`config.mk`:
```
export PLATFORM = sky130hd
export DESIGN_NAME = decode_stage
export DESIGN_NICKNAME = d
export VERILOG_FILES = /design/src/rtl/decode_stage_pkg.sv /design/src/rtl/decode_stage_scoreboard.sv /design/src/rtl/decode_stage.sv
export SDC_FILE = /design/constraint.sdc
export NUM_CORES = 1
export LEC_CHECK = 0
export ABC_AREA = 1
export CORE_MARGIN = 8
export CORE_UTILIZATION = 25
export CTS_CLUSTER_DIAMETER = 50
export DETAILED_ROUTE_END_ITERATION = 6
export DONT_BUFFER_PORTS = 1
export PLACE_DENSITY = 0.35
export REMOVE_ABC_BUFFERS = 1
export SLEW_MARGIN = 5
export SYNTH_ARGS = -nofsm -noshare
export SYNTH_HDL_FRONTEND = slang
export SYNTH_SLANG_ARGS = --single-unit
```
`constraint.sdc`:
```
create_clock -name I_CLOCK -period 2.3 [get_ports I_CLOCK]
set_input_delay 0.46 -clock I_CLOCK [delete_from_list [all_inputs] [get_ports I_CLOCK]]
set_output_delay 0.46 -clock I_CLOCK [all_outputs]
set_load 0.05 [all_outputs]
```
`src/rtl/decode_stage_pkg.sv`:
```
// ---------------------------------------------------------------------------
// decode_stage_pkg
// Shared definitions for the decode stage: datapath widths, instruction
// field positions, the NOP encoding, opcode encodings, the opcode-class
// decode function and the branch-FSM state encoding.
// ---------------------------------------------------------------------------
package decode_stage_pkg;

    localparam int PC_WIDTH  = 16;
    localparam int IR_WIDTH  = 32;
    localparam int REG_WIDTH = 16;
    localparam int NUM_REGS  = 16;
    localparam int REG_IDX_W = 4;

    // Instruction field positions
    localparam int OPC_HI = 31;
    localparam int OPC_LO = 24;
    localparam int RD_HI  = 23;
    localparam int RD_LO  = 20;
    localparam int RS1_HI = 19;
    localparam int RS1_LO = 16;
    localparam int RS2_HI = 11;
    localparam int RS2_LO = 8;
    localparam int IMM_HI = 15;
    localparam int IMM_LO = 0;

    localparam logic [IR_WIDTH-1:0] NOP_IR = 32'hFF000000;

    // Opcode encodings
    localparam logic [7:0] OP_ADD  = 8'h01;  // rd = rs1 + rs2
    localparam logic [7:0] OP_ADDI = 8'h02;  // rd = rs1 + imm
    localparam logic [7:0] OP_MOVI = 8'h03;  // rd = imm
    localparam logic [7:0] OP_BR   = 8'h10;  // unconditional branch
    localparam logic [7:0] OP_BRZ  = 8'h11;  // branch if rs1 == 0
    localparam logic [7:0] OP_ST   = 8'h20;  // mem[rs1] = rs2
    localparam logic [7:0] OP_NOP  = 8'hFF;

    typedef struct packed {
        logic writes_rd;
        logic uses_src1;
        logic uses_src2;
        logic is_branch;
    } op_class_t;

    typedef enum logic {
        BR_IDLE = 1'b0,
        BR_WAIT = 1'b1
    } br_state_e;

    // NOP and anything unrecognised decode to "touches nothing".
    function automatic op_class_t decode_class(input logic [7:0] opc);
        op_class_t c;
        c = '0;
        case (opc)
            OP_ADD:  c = '{writes_rd: 1'b1, uses_src1: 1'b1, uses_src2: 1'b1, is_branch: 1'b0};
            OP_ADDI: c = '{writes_rd: 1'b1, uses_src1: 1'b1, uses_src2: 1'b0, is_branch: 1'b0};
            OP_MOVI: c = '{writes_rd: 1'b1, uses_src1: 1'b0, uses_src2: 1'b0, is_branch: 1'b0};
            OP_BR:   c = '{writes_rd: 1'b0, uses_src1: 1'b0, uses_src2: 1'b0, is_branch: 1'b1};
            OP_BRZ:  c = '{writes_rd: 1'b0, uses_src1: 1'b1, uses_src2: 1'b0, is_branch: 1'b1};
            OP_ST:   c = '{writes_rd: 1'b0, uses_src1: 1'b1, uses_src2: 1'b1, is_branch: 1'b0};
            default: c = '0;
        endcase
        return c;
    endfunction

endpackage

```
`src/rtl/decode_stage_scoreboard.sv`:
```
// ---------------------------------------------------------------------------
// scoreboard
// Per-register 2-bit pending-write counters for the decode stage.
// Ports:
//   clk_i      stage clock (state updates on the falling edge)
//   rst_i      synchronous active-high reset, clears all counts
//   en_i       pipeline enable; counts hold while low
//   inc_en_i   an instruction that writes inc_reg_i is issuing
//   inc_reg_i  destination register of the issuing instruction
//   dec_en_i   writeback strobe
//   dec_reg_i  writeback destination register
//   rd_a_i/rd_b_i/rd_c_i    lookup register indices
//   pend_a_o/pend_b_o/pend_c_o  pending counts for those registers
// ---------------------------------------------------------------------------
module scoreboard
    import decode_stage_pkg::*;
(
    input  logic                 clk_i,
    input  logic                 rst_i,
    input  logic                 en_i,
    input  logic                 inc_en_i,
    input  logic [REG_IDX_W-1:0] inc_reg_i,
    input  logic                 dec_en_i,
    input  logic [REG_IDX_W-1:0] dec_reg_i,
    input  logic [REG_IDX_W-1:0] rd_a_i,
    input  logic [REG_IDX_W-1:0] rd_b_i,
    input  logic [REG_IDX_W-1:0] rd_c_i,
    output logic [1:0]           pend_a_o,
    output logic [1:0]           pend_b_o,
    output logic [1:0]           pend_c_o
);

    logic [NUM_REGS-1:0][1:0] pend_q;
    logic [NUM_REGS-1:0][1:0] pend_d;

    // An issue and a writeback hitting the same register cancel out.
    // The counter saturates at 3 (decode never issues a writer at 3) and
    // a writeback at 0 is ignored so a stray strobe cannot wrap it.
    always_comb begin
        pend_d = pend_q;
        for (int r = 0; r < NUM_REGS; r++) begin
            if (inc_en_i && inc_reg_i == 4'(r) && !(dec_en_i && dec_reg_i == 4'(r))) begin
                if (pend_q[r] != 2'd3) begin
                    pend_d[r] = pend_q[r] + 2'd1;
                end
            end else if (dec_en_i && dec_reg_i == 4'(r) && !(inc_en_i && inc_reg_i == 4'(r))) begin
                if (pend_q[r] != 2'd0) begin
                    pend_d[r] = pend_q[r] - 2'd1;
                end
            end
        end
    end

    always_ff @(negedge clk_i) begin
        if (rst_i) begin
            pend_q <= '0;
        end else if (en_i) begin
            pend_q <= pend_d;
        end
    end

    assign pend_a_o = pend_q[rd_a_i];
    assign pend_b_o = pend_q[rd_b_i];
    assign pend_c_o = pend_q[rd_c_i];

endmodule

```
`src/rtl/decode_stage.sv`:
```
// ---------------------------------------------------------------------------
// decode_stage
// Decode stage of the GPU-frame core. Latches PC/IR/valid from fetch into
// the DL latch, classifies the opcode, reads a 16x16-bit register file
// (with writeback bypass), tracks pending writes in a scoreboard and
// issues decoded operands to execute. Dependency and branch stalls are
// reported back to fetch. All state changes on the falling clock edge.
// Ports:
//   I_CLOCK, I_RESET (sync, active-high), I_LOCK (pipeline enable)
//   I_PC, I_IR, I_FE_Valid            fetch output
//   I_BranchAddrSelect                branch resolved (memory stage)
//   I_WB_Enable, I_WB_Reg, I_WB_Data  register-file writeback
//   O_LOCK                            registered I_LOCK
//   O_BranchStallSignal, O_DepStallSignal  stalls toward fetch
//   O_DE_Valid, O_PC, O_IR, O_Opcode, O_DestReg,
//   O_Src1Value, O_Src2Value, O_Imm   issued instruction to execute
// ---------------------------------------------------------------------------
module decode_stage
    import decode_stage_pkg::*;
(
    input  logic                 I_CLOCK,
    input  logic                 I_RESET,
    input  logic                 I_LOCK,
    input  logic [PC_WIDTH-1:0]  I_PC,
    input  logic [IR_WIDTH-1:0]  I_IR,
    input  logic                 I_FE_Valid,
    input  logic                 I_BranchAddrSelect,
    input  logic                 I_WB_Enable,
    input  logic [REG_IDX_W-1:0] I_WB_Reg,
    input  logic [REG_WIDTH-1:0] I_WB_Data,
    output logic                 O_LOCK,
    output logic                 O_BranchStallSignal,
    output logic                 O_DepStallSignal,
    output logic                 O_DE_Valid,
    output logic [PC_WIDTH-1:0]  O_PC,
    output logic [IR_WIDTH-1:0]  O_IR,
    output logic [7:0]           O_Opcode,
    output logic [REG_IDX_W-1:0] O_DestReg,
    output logic [REG_WIDTH-1:0] O_Src1Value,
    output logic [REG_WIDTH-1:0] O_Src2Value,
    output logic [15:0]          O_Imm
);

    // DL latch
    logic [PC_WIDTH-1:0]  dl_pc_q,  dl_pc_d;
    logic [IR_WIDTH-1:0]  dl_ir_q,  dl_ir_d;
    logic                 dl_vld_q, dl_vld_d;

    // Branch FSM
    br_state_e            state_q, state_d;

    // Register file
    logic [REG_WIDTH-1:0] rf_q [NUM_REGS];

    // Issue output registers
    logic                 lock_q;
    logic                 de_vld_q, de_vld_d;
    logic [PC_WIDTH-1:0]  pc_q,     pc_d;
    logic [IR_WIDTH-1:0]  ir_q,     ir_d;
    logic [REG_WIDTH-1:0] src1_q,   src1_d;
    logic [REG_WIDTH-1:0] src2_q,   src2_d;

    // Decode of the instruction sitting in DL
    op_class_t            dl_cls;
    logic [REG_IDX_W-1:0] dl_rd, dl_rs1, dl_rs2;
    logic [1:0]           pend_rd, pend_rs1, pend_rs2;
    logic                 dep_stall, br_stall, issue;
    logic [REG_WIDTH-1:0] rs1_val, rs2_val;

    assign dl_cls = decode_class(dl_ir_q[OPC_HI:OPC_LO]);
    assign dl_rd  = dl_ir_q[RD_HI:RD_LO];
    assign dl_rs1 = dl_ir_q[RS1_HI:RS1_LO];
    assign dl_rs2 = dl_ir_q[RS2_HI:RS2_LO];

    scoreboard u_sb (
        .clk_i     (I_CLOCK),
        .rst_i     (I_RESET),
        .en_i      (I_LOCK),
        .inc_en_i  (issue & dl_cls.writes_rd),
        .inc_reg_i (dl_rd),
        .dec_en_i  (I_WB_Enable),
        .dec_reg_i (I_WB_Reg),
        .rd_a_i    (dl_rs1),
        .rd_b_i    (dl_rs2),
        .rd_c_i    (dl_rd),
        .pend_a_o  (pend_rs1),
        .pend_b_o  (pend_rs2),
        .pend_c_o  (pend_rd)
    );

    // A writer is also held when its destination already has three writes
    // in flight, since the counter cannot represent a fourth.
    assign dep_stall = dl_vld_q &
                       ((dl_cls.uses_src1 & (pend_rs1 != 2'd0)) |
                        (dl_cls.uses_src2 & (pend_rs2 != 2'd0)) |
                        (dl_cls.writes_rd & (pend_rd == 2'd3)));
    assign br_stall  = (state_q == BR_WAIT);
    assign issue     = dl_vld_q & ~dep_stall & ~br_stall & I_LOCK;

    // Same-cycle writeback is forwarded so the issued operand is current.
    assign rs1_val = (I_WB_Enable && I_WB_Reg == dl_rs1) ? I_WB_Data : rf_q[dl_rs1];
    assign rs2_val = (I_WB_Enable && I_WB_Reg == dl_rs2) ? I_WB_Data : rf_q[dl_rs2];

    // Branch FSM next state
    always_comb begin
        state_d = state_q;
        case (state_q)
            BR_IDLE: if (issue && dl_cls.is_branch) state_d = BR_WAIT;
            BR_WAIT: if (I_BranchAddrSelect)        state_d = BR_IDLE;
            default: state_d = BR_IDLE;
        endcase
    end

    // DL next state. During branch wait the word in DL (and whatever fetch
    // presents) is wrong-path, so it is squashed before the dep-stall hold
    // gets a chance to keep it.
    always_comb begin
        dl_pc_d  = dl_pc_q;
        dl_ir_d  = dl_ir_q;
        dl_vld_d = dl_vld_q;
        if (br_stall) begin
            dl_pc_d  = '0;
            dl_ir_d  = NOP_IR;
            dl_vld_d = 1'b0;
        end else if (!dep_stall) begin
            dl_pc_d  = I_PC;
            dl_ir_d  = I_IR;
            dl_vld_d = I_FE_Valid;
        end
    end

    // Issue outputs: a bubble carries the reset image (PC 0, NOP, zeros).
    always_comb begin
        de_vld_d = 1'b0;
        pc_d     = '0;
        ir_d     = NOP_IR;
        src1_d   = '0;
        src2_d   = '0;
        if (issue) begin
            de_vld_d = 1'b1;
            pc_d     = dl_pc_q;
            ir_d     = dl_ir_q;
            src1_d   = rs1_val;
            src2_d   = rs2_val;
        end
    end

    // ---- DL / FSM / issue register boundary ----
    always_ff @(negedge I_CLOCK) begin
        if (I_RESET) begin
            state_q  <= BR_IDLE;
            dl_pc_q  <= '0;
            dl_ir_q  <= NOP_IR;
            dl_vld_q <= 1'b0;
            lock_q   <= 1'b0;
            de_vld_q <= 1'b0;
            pc_q     <= '0;
            ir_q     <= NOP_IR;
            src1_q   <= '0;
            src2_q   <= '0;
        end else begin
            lock_q   <= I_LOCK;
            de_vld_q <= de_vld_d;
            pc_q     <= pc_d;
            ir_q     <= ir_d;
            src1_q   <= src1_d;
            src2_q   <= src2_d;
            if (I_LOCK) begin
                state_q  <= state_d;
                dl_pc_q  <= dl_pc_d;
                dl_ir_q  <= dl_ir_d;
                dl_vld_q <= dl_vld_d;
            end
        end
    end

    // ---- register file write boundary (writeback lands even when locked) ----
    always_ff @(negedge I_CLOCK) begin
        if (I_RESET) begin
            for (int r = 0; r < NUM_REGS; r++) begin
                rf_q[r] <= '0;
            end
        end else if (I_WB_Enable) begin
            rf_q[I_WB_Reg] <= I_WB_Data;
        end
    end

    assign O_LOCK              = lock_q;
    assign O_BranchStallSignal = br_stall;
    assign O_DepStallSignal    = dep_stall;
    assign O_DE_Valid          = de_vld_q;
    assign O_PC                = pc_q;
    assign O_IR                = ir_q;
    assign O_Opcode            = ir_q[OPC_HI:OPC_LO];
    assign O_DestReg           = ir_q[RD_HI:RD_LO];
    assign O_Src1Value         = src1_q;
    assign O_Src2Value         = src2_q;
    assign O_Imm               = ir_q[IMM_HI:IMM_LO];

endmodule
```
== Yosys cells after proc, flatten, opt, wreduce, memory -nomap -nowiden ==
Memories as Yosys holds them, arrays and structs flattened. A register that Yosys moved wholly into a read port is not among the register bits.
Index checks and enable logic that the tools add are counted.

* Reduce and logical (&&, ||, !) cells: 168
* $lt $le $gt $ge: 3
* $mul: 0
* Equal/unequal tests: 70
* Bitwise gates (word level): 13
* Shift operators: 0
* Add/subtract/negate cells: 32
* Mux-type cells: 89
* Divide/modulo/power cells: 0

{| class="wikitable"
|+ Operators by type and width
! operator !! number
|-
| 2-to-1 mux 2 bit || 67
|-
| nonzero test 2 bit || 50
|-
| inequality test 2 bit, second input constant || 33
|-
| logical AND 1 bit || 65
|-
| equality test 4 bit, second input constant || 16
|-
| 2-to-1 mux 32 bit || 2
|-
| AND reduction 4 bit || 16
|-
| 2-to-1 mux 16 bit || 3
|-
| adder 2 x 1 -> 2 bit, second input constant || 16
|-
| equality test 4 x 3 -> 1 bit, second input constant || 8
|-
| zero test 1 bit || 32
|-
| subtractor 2 x 1 -> 2 bit, second input constant || 16
|-
| binary-select mux 2 bit (select 4 bit) || 3
|-
| case mux 4 bit (6 select lines) || 1
|-
| equality test 4 x 2 -> 1 bit, second input constant || 4
|-
| equality test 8 x 2 -> 1 bit, second input constant || 2
|-
| equality test 8 x 5 -> 1 bit, second input constant || 2
|-
| OR reduction 16 bit || 1
|-
| less-than comparator 4 x 5 -> 1 bit, second input constant || 3
|-
| 2-to-1 mux 1 bit || 11
|-
| bitwise AND 1 bit || 8
|-
| equality test 4 x 1 -> 1 bit, second input constant || 2
|-
| equality test 8 x 1 -> 1 bit, second input constant || 1
|-
| equality test 8 x 6 -> 1 bit, second input constant || 1
|-
| 8 further kinds || 12
|}

* Bits in latches: 0
* Output and inout port bits: 112
* ROM bits: 0
* Bits in writable memories: 256
* Memories: 1
* Register bits after elaboration: 132

{| class="wikitable"
|+ Memory list
! memory !! words !! width !! read ports !! clocked after Yosys merged registers in !! write ports !! line !! text
|-
| rf_q || 16 || 16 || 2 || 2 || 16 || decode_stage.sv:53 || <nowiki>logic [REG_WIDTH-1:0] rf_q [NUM_REGS];</nowiki>
|}

== Depth between registers and ports, before layout ==
* Depth in word-level cells: 17
* Mapped depth: 22
* Gate-level depth less buffers: 20

== Hierarchy ==
A second synthesis with hierarchy kept.

* Cell total of the unflattened synthesis: 2674
* Area total of the unflattened synthesis: 21476.8 um^2

{| class="wikitable"
|+ Modules (own cells, without submodules)
! module !! area an instance (um^2) !! instances !! cells an instance
|-
| decode_stage || 18549.0 || 1 || 2157
|-
| scoreboard || 2927.8 || 1 || 517
|}

==> out/results.tsv <==
metric	value	unit
final instance area	31290	µm²
gpl congestion	0.8179	
dpl ws	-0.9749	ns
synthesized area	21580	µm²
DRC viols	0	
number of vias per cell	4.798	
Worst setup EP type	output port	
Slew HR	0.4402	
vias after detailed routing	21959	
area occupied by multi-input gates	8831	µm²
port buffer count	0	
largest net degree at the start of global routing	68	
Avg Cell Area, Syn	7.940	µm²
Clk pwr share	0.562	
failing checks	setup timing	
final net count	3450	
CP Class	flop to output port	
clock tree buffer depth	3	
vias in the first global route	22920	
Syn. warnings	0	
post-detail-place hpwl	55.69	mm
CTS root buf	clkbuf_16	
Critical R2R Capture	u_sb.pend_q[9]	
RSZ-0062 raised after global routing	true	
leakage power	14.26	nW
sequential area share after synthesis	0.5083	
Comb pwr share	0.103	
Pint	17.70	mW
layout cells sized above 1	0.2115	
num rows	107	
Num CTS Buffers	73	
fillcell total	8989	
Worst VDD drop	0.4695	mV
Clock Sinks	420	
Die Footprint	95990	µm²
post-synthesis register bit count	420	
Mapped Cells	2718	
GRT Residual Overflow	0	
start point of the critical path	dl_ir_q[20]	
Setup crit end	O_DepStallSignal	
H-tree levels	3	
Crit path required time	1.84	ns
Placement Cell Area	25990	µm²
Core ar.	85410	µm²
initial antenna violation count	1	
clk_skew	0.02946	ns
most numerous cell in the Yosys netlist	nor2_1	
GRT Total Usage	0.1930	
Fin Setup TNS	-78.98	ns
DR iter-0 viols	1560	
Synth async-reset ratio	0	
Total Wirelength	94.60	mm
register share of total power	0.335	
placed cell count	3991	
Yosys top cell by area	edfxtp_1	
MaxCap Viol Count	0	
Critical R2R Launch	dl_ir_q[20]	
fin. max-slew vios	0	
Synth cell types	38	
DR WL/cell	20.67	µm
largest cells by area after synthesis	edfxtp_1 (36%), dfxtp_1 (15%), nor2_1 (9.0%)	
final-report hold violation count	0	
Horiz. Die Dim	309.8	µm
type of the most critical hold path	flop to flop	
Util after Layout	0.3663	
Worst-path clk slew	0.03	ns
die height	309.8	µm
drt first pass iters	6	
top cells by count, synth	nor2_1 (516), nand2_1 (440), o21ai_0 (329)	
Post-synth EDFFs	256	
first-pass GRT wire length	138.6	mm
R2R depth	22	
power density over cell area	819.2	nW/µm²
CTS tree	built	
Initial Utilization	0.2527	
area share of the largest cell type after synthesis	0.3562	
register area	11110	µm²
Sw Pwr	7.936	mW
sw frac	0.3096	
Post-synth top flop	edfxtp_1	
Startpoint Class	flop	
critical path fanouts, max	7	
P&R area growth vs syn	44.99	%
Setup-failing EPs final	460	
Final Non-Filler Cells	4577	
r2r setup slk	-0.27	ns
Clk Latency, worst-skew pair	0.65	ns
antenna viol nets, final	0	
io pins	186	
status	complete, but fails checks	
Slew @ Worst Pin	0.8398	ns
arrival time worst endpoint	3.32	ns
fin worst setup slack	-1.476	ns
registers in the layout, summed over array words and instances (netlist names):
signal               cells
rf_q                   256
O_IR                    32
dl_ir_q                 32
u_sb.pend_q             32
O_PC                    16
O_Src1Value             16
O_Src2Value             16
dl_pc_q                 16
O_BranchStallSignal      1
O_DE_Valid               1
O_LOCK                   1
dl_vld_q                 1
power groups by stage:
stage | clock network, mW | registers, mW | logic (mW)
5_1_grt | 15.8 | 8.60 | 2.86
4_1_cts | 14.9 | 8.58 | 2.64
3_3_place_gp | 1.09 | 8.66 | 2.46
3_5_place_dp | 1.09 | 8.66 | 2.46
2_1_floorplan | 1.09 | 8.81 | 1.10
6_report | 14.4 | 8.58 | 2.64
repair_timing:
| item | 4_1_cts | 5_1_grt |
|---|---|---|
| hold buffers | 0 | 0 |
| buffers inserted | 22 | 2 |
| cloned | 11 | 0 |
| resized for setup | 213 | 31 |
| pin swaps | 27 | 5 |
| setup endpoints to repair | 367 | 592 |
area by class of cell:
| class | instances | share of cell area |
|---|---|---|
| clock buffers | 76 | 0.06078 |
| well taps | 1144 | 0.04574 |
| diodes | 1 | 0.00007997 |
| multi-input cells | 1792 | 0.2822 |
| clock inverters | 475 | 0.07129 |
| flip-flops and latches | 420 | 0.3549 |
| repair buffers | 385 | 0.1501 |
| inverters | 284 | 0.03487 |
stage by stage:
step	power, mW	hold slack (ns)
2_1_floorplan	11.01	0.4165
3_5_place_dp	12.21	0.4275
6_report	25.63	0.4306
3_3_place_gp	12.20	0.4257
5_1_grt	27.22	0.4402
4_1_cts	26.12	0.4273
layout by cell type, fill, tap and decap left out, drive strengths merged:
cell      count
o21ai       330
nand4        19
buf         385
a2111oi       1
xnor2         7
dfxtp       164
o221ai        1
or2           2
clkbuf       76
a211oi      128
o22ai        10
o31ai         4
nor2        519
o211ai        8
edfxtp      256
clkinv       29
inv         708
nand3        85
a21oi       204
bufinv       12
nand2       443
o32ai        28
clkinvlp     10
diode         1
nor3          3
layer usage:
| metal | vias to the layer above | part of all wire | global-route usage |
|---|---|---|---|
| met4 | 0 | 0.031 | 0.09215 |
| met5 | - | 0 | 0 |
| met1 | 10581 | 0.43 | 0.2379 |
| met2 | 794 | 0.48 | 0.3138 |
| met3 | 168 | 0.065 | 0.05010 |
| li1 | 10416 | - | - |
critical path, cell delays in order, from the launching register on:
cell and delay (ns):
dfxtp_4 0.35, buf_12 0.14, inv_8 0.06, buf_6 0.11
nand2_1 0.05, nand2_1 0.05, nand2_1 0.05, nand2_1 0.06
nand2_1 0.04, nand2_1 0.07, inv_2 0.03, nand2_2 0.07
nand3_4 0.11, nand3_4 0.09, nand2_2 0.06, inv_2 0.07
buf_12 0.13
how the worst min path moves through the flow:
stage | from | endpoint | slack, ns | depth (start not counted)
final | dl_pc_q[10] | O_PC[10] | 0.43 | 2
after CTS | dl_pc_q[15] | O_PC[15] | 0.43 | 2
after detailed placement | dl_pc_q[15] | O_PC[15] | 0.43 | 2
after floorplan | dl_ir_q[0] | O_IR[0] | 0.42 | 2
after global placement | dl_pc_q[5] | O_PC[5] | 0.43 | 2
after global routing | dl_pc_q[11] | O_PC[11] | 0.44 | 2
cells by family (layout without fill, tap and decap cells):
logic type      count (synthesis)  count (layout)  share of synthesized area
compound gates                714             714                     0.1902
xor+xnor                        7               7                   0.002841
buf+inv                       506            1220                    0.09832
flops                         420             420                     0.5083
other cells                     0               1                          0
simple gates                 1071            1071                     0.2004
Power figures use the tool's default switching activity.
